## src/rtl/biu_bus_arbiter.sv

```systemverilog
// Arbitrates the EU data path and the prefetch queue onto the single memory_controller port.
// One transaction at a time; EU has priority, PF is forced after EU_BURST consecutive EU grants.
module biu_bus_arbiter #(
  parameter int unsigned WIDTH_DATA   = 16,
  parameter int unsigned WIDTH_ADDR   = 20,
  parameter int unsigned READ_LATENCY = 1,
  parameter int unsigned EU_BURST     = 4
) (
  input  logic                  clock,
  input  logic                  reset,
  input  logic                  eu_req,
  input  logic                  eu_we,
  input  logic [WIDTH_ADDR-1:0] eu_addr,
  input  logic [WIDTH_DATA-1:0] eu_wdata,
  output logic [WIDTH_DATA-1:0] eu_rdata,
  output logic                  eu_ack,
  input  logic                  pf_req,
  input  logic [WIDTH_ADDR-1:0] pf_addr,
  input  logic                  pf_flush,
  output logic [WIDTH_DATA-1:0] pf_rdata,
  output logic                  pf_ack,
  output logic                  mem_read_enable,
  output logic [WIDTH_ADDR-1:0] mem_read_address,
  input  logic [WIDTH_DATA-1:0] mem_read_data,
  output logic                  mem_write_enable,
  output logic [WIDTH_ADDR-1:0] mem_write_address,
  output logic [WIDTH_DATA-1:0] mem_write_data,
  output logic                  busy,
  output logic                  owner
);

  typedef enum logic [1:0] {StIdle, StAccess, StWait, StResp} state_e;

  localparam logic [2:0] LatInit  = 3'(READ_LATENCY);
  localparam logic [3:0] BurstMax = 4'(EU_BURST);

  state_e                state_q, state_d;
  logic [WIDTH_ADDR-1:0] addr_q, addr_d;
  logic [WIDTH_DATA-1:0] wdata_q, wdata_d;
  logic [WIDTH_DATA-1:0] eu_rdata_q, eu_rdata_d;
  logic [WIDTH_DATA-1:0] pf_rdata_q, pf_rdata_d;
  logic                  we_q, we_d;
  logic                  owner_q, owner_d;
  logic                  flush_q, flush_d;
  logic [2:0]            lat_q, lat_d;
  logic [3:0]            burst_q, burst_d;
  logic                  pf_turn;
  logic                  capture;

  assign pf_turn = pf_req && (burst_q == BurstMax);

  always_comb begin
    state_d           = state_q;
    addr_d            = addr_q;
    wdata_d           = wdata_q;
    we_d              = we_q;
    owner_d           = owner_q;
    flush_d           = flush_q;
    lat_d             = lat_q;
    burst_d           = burst_q;
    eu_rdata_d        = eu_rdata_q;
    pf_rdata_d        = pf_rdata_q;
    capture           = 1'b0;
    eu_ack            = 1'b0;
    pf_ack            = 1'b0;
    mem_read_enable   = 1'b0;
    mem_read_address  = '0;
    mem_write_enable  = 1'b0;
    mem_write_address = '0;
    mem_write_data    = '0;

    unique case (state_q)
      StIdle: begin
        flush_d = 1'b0;
        if (eu_req && !pf_turn) begin
          addr_d  = eu_addr;
          we_d    = eu_we;
          wdata_d = eu_wdata;
          owner_d = 1'b0;
          state_d = StAccess;
          if (!pf_req) begin
            burst_d = '0;
          end else if (burst_q != BurstMax) begin
            burst_d = burst_q + 4'd1;
          end
        end else if (pf_req) begin
          addr_d  = pf_addr;
          we_d    = 1'b0;
          wdata_d = '0;
          owner_d = 1'b1;
          burst_d = '0;
          state_d = StAccess;
        end
      end
      StAccess: begin
        if (we_q) begin
          mem_write_enable  = 1'b1;
          mem_write_address = addr_q;
          mem_write_data    = wdata_q;
          state_d           = StResp;
        end else begin
          mem_read_enable  = 1'b1;
          mem_read_address = addr_q;
          if (LatInit == 3'd0) begin
            capture = 1'b1;
            state_d = StResp;
          end else begin
            lat_d   = LatInit;
            state_d = StWait;
          end
        end
      end
      StWait: begin
        mem_read_enable  = 1'b1;
        mem_read_address = addr_q;
        if (lat_q <= 3'd1) begin
          capture = 1'b1;
          lat_d   = '0;
          state_d = StResp;
        end else begin
          lat_d = lat_q - 3'd1;
        end
      end
      StResp: begin
        eu_ack  = !owner_q;
        // A flush landing in the response cycle itself must also swallow the ack.
        pf_ack  = owner_q && !flush_q && !pf_flush;
        flush_d = 1'b0;
        state_d = StIdle;
      end
      default: state_d = StIdle;
    endcase

    if (pf_flush && owner_q && (state_q == StAccess || state_q == StWait)) begin
      flush_d = 1'b1;
    end

    if (capture) begin
      if (owner_q) begin
        pf_rdata_d = mem_read_data;
      end else begin
        eu_rdata_d = mem_read_data;
      end
    end
  end

  always_ff @(posedge clock) begin
    if (reset) begin
      state_q    <= StIdle;
      addr_q     <= '0;
      wdata_q    <= '0;
      we_q       <= 1'b0;
      owner_q    <= 1'b0;
      flush_q    <= 1'b0;
      lat_q      <= '0;
      burst_q    <= '0;
      eu_rdata_q <= '0;
      pf_rdata_q <= '0;
    end else begin
      state_q    <= state_d;
      addr_q     <= addr_d;
      wdata_q    <= wdata_d;
      we_q       <= we_d;
      owner_q    <= owner_d;
      flush_q    <= flush_d;
      lat_q      <= lat_d;
      burst_q    <= burst_d;
      eu_rdata_q <= eu_rdata_d;
      pf_rdata_q <= pf_rdata_d;
    end
  end

  assign eu_rdata = eu_rdata_q;
  assign pf_rdata = pf_rdata_q;
  assign busy     = (state_q != StIdle);
  assign owner    = owner_q;

endmodule

```

## config.mk

```make
export PLATFORM = sky130hd
export DESIGN_NAME = biu_bus_arbiter
export DESIGN_NICKNAME = d
export VERILOG_FILES = /design/src/rtl/biu_bus_arbiter.sv
export SDC_FILE = /design/constraint.sdc
export NUM_CORES = 1
export LEC_CHECK = 0
export CAP_MARGIN = 20
export CORE_ASPECT_RATIO = 1.1
export CORE_UTILIZATION = 41
export DETAILED_ROUTE_END_ITERATION = 16
export GPL_ROUTABILITY_DRIVEN = 0
export PLACE_DENSITY = 0.8
export SLEW_MARGIN = 25
export SYNTH_ARGS = -nofsm -noshare
export SYNTH_HDL_FRONTEND = slang
export SYNTH_SLANG_ARGS = --single-unit
```

## constraint.sdc

```tcl
create_clock -name clock -period 2.36 [get_ports clock]
set_input_delay 0.472 -clock clock [delete_from_list [all_inputs] [get_ports clock]]
set_output_delay 0.472 -clock clock [all_outputs]
set_load 0.05 [all_outputs]
```

**Word-level counts from Yosys, hierarchy flattened**

Cells that the tools add are included.

- $add $sub $neg: 2
- $lt $le $gt $ge: 1
- Equality and inequality tests: 9
- Muxes and demuxes: 36
- Bitwise gates (word level): 1
- Reductions and logical operators: 23

Operators by type and width:

| operator | count |
|---|---|
| $mux 20 | 5 |
| $mux 16 | 4 |
| $pmux 20 s2 | 1 |
| $mux 4 | 4 |
| $mux 1 | 14 |
| $reduce_and 2->1 | 5 |
| $pmux 2 s4 | 1 |
| $reduce_bool 2->1 | 4 |
| $logic_and 1x1->1 | 6 |
| $mux 2 | 3 |
| $mux 3 | 2 |
| $pmux 3 s2 | 1 |
| $add 4x1->4 const B | 1 |
| $eq 2x2->1 const B | 2 |
| $eq 4x3->1 const B | 1 |
| $logic_not 1->1 | 4 |
| $ne 2x2->1 const B | 2 |
| $ne 4x3->1 const B | 1 |
| $le 3x1->1 const B | 1 |
| $ne 3x2->1 const B | 1 |
| $ne 3x3->1 const B | 1 |
| $reduce_and 3->1 | 1 |
| $sub 3x1->3 const B | 1 |
| $eq 2x1->1 const B | 1 |
| 5 further kinds | 5 |

- Register bits: 80
- Output and inout bits: 94

**Depth between registers and ports, before layout**

Gate-level depths: netlist of run 1.

- Depth in word-level cells: 6
- Mapped depth: 8
- Gate-level depth less buffers: 6

**Worst setup path before layout of run 1**

OpenSTA, ideal clock, no wires.

- Path kind: register -> output
- Start point: register owner_q, in the netlist owner
- End point: output pf_ack
- Data arrival time: 2.237 ns
- Data required time: 1.888 ns
- Path slack: -0.349 ns
- Cell stages (with the launch flop): 2
- Path buffers: 0
- Cells stage by stage: dfxtp_1 > nor4bb_1

- Word-level cells in the longest chain between the ends: 3

Ends and longest elaborated chain:

| item | line | source |
|---|---|---|
| start: declaration | 43 | `logic owner_q, owner_d;` |
| start signal: assignment | 164 | `owner_q <= owner_d;` |
| $logic_and 1x1->1 (2 in a row) | 127 | `pf_ack = owner_q && !flush_q && !pf_flush;` |
| $mux 1 | 72 | `unique case (state_q)` |
| end: declaration | 21 | `output logic pf_ack,` |

Every way passes these cells.

**Worst setup path after layout of run 1**

- Start point: register state_q[0]
- End point: output mem_read_address[19]

- Word-level cells in the longest chain between the ends: 2
- Elaborated cells between the ends (all ways): 3
- Those cells by class: eq/ne (2); mux (1)

Ends and longest elaborated chain:

| item | line | source |
|---|---|---|
| start: declaration | 37 | `state_e state_q, state_d;` |
| start signal: assignment | 149 | `state_q <= StIdle;` |
| start signal: assignment | 160 | `state_q <= state_d;` |
| $eq 2x2->1 / $eq 2x1->1 (equally long branches) | 72 |  |
| $pmux 20 s2 (*) | 72 |  |
| end: declaration | 23 | `output logic [WIDTH_ADDR-1:0] mem_read_address,` |

Mark *: on every way between the ends. The rest lies on a longest branch, timed or not.

==> results of run 1 <==
[flip-flops by register name, summed over array words and instances, names as in the netlist]
name      cells
addr_q       20
burst_q       4
eu_rdata     16
flush_q       1
lat_q         3
owner         1
pf_rdata     16
state_q       2
wdata_q      16
we_q          1
[layout by cell type (no fill, tap or decap), types with 2 or more instances in the layout]
cell type / Yosys / layout
a21oi_1: 5 / 5
a22oi_1: 18 / 18
and2_1: 21 / 21
and3_1: 37 / 37
buf_12: 0 / 59
buf_4: 1 / 13
bufinv_16: 0 / 3
clkbuf_8: 0 / 10
clkdlybuf4s50_1: 0 / 109
dfxtp_1: 80 / 79
ha_1: 8 / 8
inv_1: 9 / 9
mux2i_1: 33 / 33
nand2_1: 7 / 7
nand2b_1: 4 / 4
nor2_1: 76 / 76
nor2b_1: 4 / 3
nor3_1: 43 / 43
nor4_1: 20 / 20
o21a_4: 0 / 2
o21ai_0: 2 / 2
or3_1: 3 / 3
[power groups by stage]
| stage | Combinational, W | Clock [W] | Sequential (W) |
|---|---|---|---|
| detailed placement | 0.00248 | 0 | 0.00181 |
| finish | 0.00259 | 0.00126 | 0.00178 |
| CTS | 0.00251 | 0.00127 | 0.00178 |
| floorplan | 0.00135 | 0 | 0.00198 |
| global placement | 0.00241 | 0 | 0.00179 |
| global route | 0.00274 | 0.00133 | 0.00181 |
[tightest hold or removal path: cells and delay by family, from the launching register on]
kind	cells	cell delay (ps)
simple gates	1	60
flops	1	330
compound gates	1	50
[metal layers]
metal | GRT usage [%] | vias up | share of wire (%)
li1 | - | 1812 | -
met1 | 29.6 | 1824 | 38
met4 | 13.1 | 0 | 4.0
met2 | 48.1 | 148 | 53
met3 | 4.00 | 39 | 4.6
met5 | 0 | - | 0
[through the flow]
step | power [W] | setup WS (ps)
2_1_floorplan | 0.00333 | 150
3_3_place_gp | 0.00420 | 222
3_5_place_dp | 0.00429 | 114
4_1_cts | 0.00556 | 18.9
5_1_grt | 0.00588 | 1.84
6_report | 0.00563 | 31.1
[cell families (layout without fill, tap and decap cells)]
family / count (synthesis) / count (layout)
mux: 33 / 33
buf+inv: 46 / 209
compound gates: 38 / 39
flops: 80 / 80
fa+ha+maj: 8 / 8
simple gates: 221 / 221
[path summary, 6_finish.rpt]
check	end	slack, ps
max reg2reg	lat_q[2]	400
min reg2reg	lat_q[1]	480
max	mem_read_address[19]	30
min	lat_q[1]	480
[what timing repair did]
item	in CTS	in global routing
endpoints found under the setup margin	22	20
gates cloned	0	1
pin swaps	0	1
gates resized for setup	3	4
[cell type report]
cell class,instances,area [um2],area share [%]
inverters,10,37.5,0.595
flip-flops and latches,80,1600,25.4
well taps,111,139,2.20
clock inverters,6,115,1.83
repair buffers,183,2380,37.8
clock buffers,10,138,2.18
multi-input cells,301,1890,30.0
==> impl_metrics.json, run 1 <==
{
  "switchingPower_w": 0.00228,
  "yosysSeqAreaShare_pct": 44.1,
  "internal_power_w": 0.00335,
  "synthTopCellsByArea": "dfxtp_1 44%, mux2i_1 9.1%, nor2_1 7.8%",
  "core_area_um2": 8500,
  "cts_buffers": 9,
  "dr.first_iter.drc_count": 192,
  "final_area_um2": 6300,
  "dpl-instance-area_um2": 6020,
  "synthArstFlopShare_pct": 0,
  "netlist_instances": 426,
  "synth_largest_area_cell": "dfxtp_1",
  "syn_avg_cell_area_um2": 8.53,
  "hold_slack_ps": 485,
  "crit_path_start_kind": "flip-flop",
  "routed_wl_mm": 12.4,
  "final_util_pct": 74.2,
  "period_needed_ps": 2330,
  "die_x_um": 91.8,
  "area_delta_synth_final_pct": 73.5,
  "reg2regPathDepth": 7,
  "leakage_nw": 2.61,
  "remaining_drc_errors": 0,
  "num_rows": 35,
  "die_h_um": 101,
  "fillCellCount": 587,
  "insertion_delay_ps": 350,
  "post-route-period-util_pct": 98.7,
  "yosysMostFrequentCell": "dfxtp_1",
  "seqPwrFrac_pct": 31.7,
  "synth_top_family_by_area": "simple AND/OR/NAND/NOR gates",
  "dp.final_hpwl_mm": 8.78,
  "yosys.area.top_type_share_pct": 44.1,
  "pin_count": 172,
  "track_usage_pct": 26.2,
  "drt-pass1-iter-count": 5,
  "drive_gt1_share_pct": 16.6,
  "final_max_slew_viol_count": 0,
  "synth-adder-area-share_pct": 2.75,
  "relSlewSlack_pct": 52.4,
  "stdcell_count": 701,
  "crit_slowest_cell": "ha_1",
  "routed-via-count": 3823,
  "crit_family": "adder cells",
  "timing.final.setup_violations": 0,
  "ant_nets": 0,
  "ys_types": 39,
  "clock_skew_ps": 7.98,
  "cts_tree": "built",
  "max_freq_mhz": 429,
  "ys.flop_type": "dfxtp_1",
  "synthTopCellsByCount": "80 x dfxtp_1, 76 x nor2_1, 43 x nor3_1, 37 x and3_1, 33 x mux2i_1",
  "grt-ovfl-total": 0,
  "grt_pass1_wl_mm": 19.0,
  "worstReg2RegStart": "state_q[1]",
  "synth_simple_gate_area_share_pct": 31.3,
  "path_class": "flip-flop to primary output",
  "ys_ff_latch": 80,
  "place_inst": 684,
  "synth_compound_area_share_pct": 7.57,
  "fp.dieArea_um2": 9250,
  "path_cells": "inv_1 -> ha_1 -> o21a_4 -> and2_1 -> buf_12",
  "worstPathArrival_ps": 1860,
  "p_per_area_nw_per_um2": 893,
  "antenna-diode-count": 0,
  "max_slew.worst_pin.slew_ps": 714,
  "setup_tns_ps": 0,
  "grt_antenna_before_repair": 0,
  "clockRootBuffer": "clkbuf_8",
  "grt_max_degree": 39,
  "cts.clk_slew.worst_paths_ps": 80,
  "ys_warn_count": 0,
  "synth_edf_count": 0,
  "clockBufferDepth": 2,
  "hold_viol": 0,
  "synthMuxAreaShare_pct": 9.09,
  "min_path_type": "flip-flop to flip-flop",
  "crit_start": "state_q[0]",
  "synth_xor_area_share_pct": 0,
  "peakVddDrop_mv": 0.416,
  "maxCapViolations": 0,
  "hp-start": "lat_q[1]",
  "end_kind": "primary output",
  "path_buf_inv": 2,
  "final_nets": 671,
  "cts_hold_buf": 0,
  "postCtsSetupBuffers": 0,
  "initial_core_util_pct": 42.8,
  "max_stage_delay_ps": 410,
  "sw_frac_of_total_pct": 40.4,
  "critPathMaxFanout": 11,
  "routed_via_density": 5.45,
  "pwr-share-comb_pct": 46.0,
  "rsz0062_at_grt": "no",
  "syn_nets": 512,
  "pwr-share-clk_pct": 22.3,
  "wl_per_cell_um": 17.7,
  "grt_pass1_vias": 3789,
  "timing.critical_path.depth": 5,
  "io_buffers": 171,
  "synth.cell_area_um2": 3630,
  "status": "completed",
  "htree_levels": 3,
  "crit_required_ps": 1890,
  "holdPathStages": 2,
  "clock_sinks": 80
}
No activity file was read; power rests on OpenSTA's default activity.
==> run 2, diff against run 1 <==
- RECOVER_POWER: not set -> 50
==> run 2 against run 1 <==
Largest cell class unchanged. Non-clock buffer count unchanged. Sequential power about the same. Clock power about the same. Sequential cell count unchanged. Via count down 0.78%. Die area unchanged.
==> impl_metrics.json, run 2 (synthesis results as in run 1) <==
{
  "grt_max_degree": 39,
  "max_stage_delay_ps": 410,
  "fp.dieArea_um2": 9250,
  "final_cell_mix": "100 x clkdlybuf4s50_1, 79 x dfxtp_1, 76 x nor2_1",
  "pwr-share-clk_pct": 22.3,
  "internal_power_w": 0.00333,
  "period_needed_ps": 2320,
  "r2r_slack_ps": 130,
  "pwr-share-comb_pct": 45.9,
  "worstPathArrival_ps": 1850,
  "switchingPower_w": 0.00227,
  "cts.clk_slew.worst_paths_ps": 80,
  "drt-pass1-iter-count": 5,
  "path_buf_inv": 2,
  "power_w": 0.00560,
  "num_rows": 35,
  "crit_required_ps": 1890,
  "maxCapViolations": 0,
  "holdPathStages": 2,
  "max_freq_mhz": 431,
  "routed-via-count": 3793,
  "rsz0062_at_grt": "no",
  "worstReg2RegStart": "state_q[0]",
  "setup_tns_ps": 0,
  "end_kind": "primary output",
  "grt_pass1_wl_mm": 19.0,
  "pin_count": 172,
  "cts_buffers": 9,
  "core_area_um2": 8500,
  "dr.first_iter.drc_count": 157,
  "grt_antenna_before_repair": 0,
  "timing.final.setup_violations": 0,
  "cts_hold_buf": 0,
  "peakVddDrop_mv": 0.415,
  "insertion_delay_ps": 340,
  "clock_skew_ps": 7.38,
  "sw_frac_of_total_pct": 40.5,
  "drive_gt1_share_pct": 16.3,
  "seqPwrFrac_pct": 31.8,
  "grt-ovfl-total": 0,
  "cts_tree": "built",
  "routed_via_density": 5.41,
  "final_nets": 671,
  "crit_path_start_kind": "flip-flop",
  "wl_per_cell_um": 17.6,
  "path_class": "flip-flop to primary output",
  "reg2regPathDepth": 7,
  "p_per_area_nw_per_um2": 890,
  "clock_sinks": 80,
  "grt_pass1_vias": 3789,
  "r2r-end": "pf_rdata[7]",
  "final_util_pct": 74.1,
  "clockRootBuffer": "clkbuf_8",
  "crit_slowest_cell": "ha_1",
  "routed_wl_mm": 12.4,
  "fillCellCount": 589,
  "multiInputGateArea_um2": 1890,
  "hold_path_end": "lat_q[1]",
  "track_usage_pct": 26.2,
  "area_delta_synth_final_pct": 73.1,
  "htree_levels": 3,
  "seq_area_um2": 1600,
  "crit_start": "state_q[0]",
  "largest_reg_flops": 20,
  "hp-start": "lat_q[1]",
  "die_x_um": 91.8,
  "initial_core_util_pct": 42.8,
  "leakage_nw": 2.64,
  "final_max_slew_viol_count": 0,
  "ant_nets": 0,
  "crit_family": "adder cells",
  "max_slew.worst_pin.slew_ps": 691,
  "stdcell_count": 701,
  "status": "completed",
  "die_h_um": 101,
  "place_inst": 684,
  "remaining_drc_errors": 0,
  "path_cells": "inv_1 -> ha_1 -> o21a_4 -> and2_1 -> buf_12",
  "final_common_cell": "clkdlybuf4s50_1",
  "relSlewSlack_pct": 53.9,
  "dp.final_hpwl_mm": 8.78,
  "hold_viol": 0,
  "post-route-period-util_pct": 98.3,
  "io_buffers": 171,
  "min_path_type": "flip-flop to flip-flop",
  "clockBufferDepth": 2,
  "antenna-diode-count": 0,
  "top_register": "addr_q",
  "critPathMaxFanout": 11
}
==> run 2: cell types whose count changed in the layout (fill, tap and decap cells not counted) <==
cell,previous run,this run
clkdlybuf4s50_1,109,100
inv_1,9,10
and2_1,21,20
buf_4,13,8
clkbuf_1,0,1
and2_0,0,1
clkbuf_2,0,4
dlygate4sd3_1,0,9
inv_2,1,0
==> run 2: power by group through the flow <==
stage,clock network (W),logic [W],registers [W]
floorplan,0,0.00135,0.00198
global placement,0,0.00241,0.00179
detailed placement,0,0.00248,0.00181
CTS,0.00127,0.00251,0.00178
global route,0.00133,0.00271,0.00181
finish,0.00125,0.00257,0.00178
==> run 2: through the flow <==
step	setup slack (ps)	area, um2	hold slack, ps
floorplan	150	3640	445
global placement	222	6020	456
detailed placement	114	6020	462
CTS	18.9	6280	482
global route	1.84	6290	509
finish	40.8	6290	485
==> run 2: worst max-delay path by stage <==
stage / end / slack (ps) / depth (start not counted)
5_1_grt: mem_read_address[19] / 2 / 5
3_5_place_dp: mem_read_address[19] / 110 / 6
3_3_place_gp: mem_read_address[14] / 220 / 5
2_1_floorplan: pf_ack / 150 / 1
4_1_cts: mem_read_address[19] / 20 / 6
6_report: mem_read_address[19] / 40 / 5
==> run 2: worst register-to-register path: cells and delay by family, from the launching register on <==
kind          cells  cell delay, ps
fa+ha+maj         1             280
buf+inv           3             880
flops             1             340
mux               1             320
simple gates      2             290
==> run 2: area by class of cell <==
cell class / count / share of cell area [%]
clock inverters: 6 / 1.83
clock buffers: 10 / 2.19
flip-flops and latches: 80 / 25.5
inverters: 10 / 0.597
multi-input cells: 301 / 30.0
repair buffers: 183 / 37.7
well taps: 111 / 2.21
==> run 2: metal layers <==
metal	GRT usage [%]	part of all wire [%]	up-vias	wire [um]
met5	0	0	-	0
met2	48.1	53	136	6570
met3	4.00	4.8	35	594
li1	-	-	1808	-
met4	13.1	3.6	0	447
met1	29.6	38	1814	4750
==> run 2: timing repair <==
item	in CTS	in global routing
endpoints found under the setup margin	22	20
cloned	0	1
setup buffers	0	0
pin swaps	0	1
gates resized for setup	3	4
==> run 3, diff against run 2 <==
- ABC_CLOCK_PERIOD_IN_PS: not set -> 2360
==> results of run 3 <==
Same layout as run 2: the final DEF is identical, and so are final timing and power.
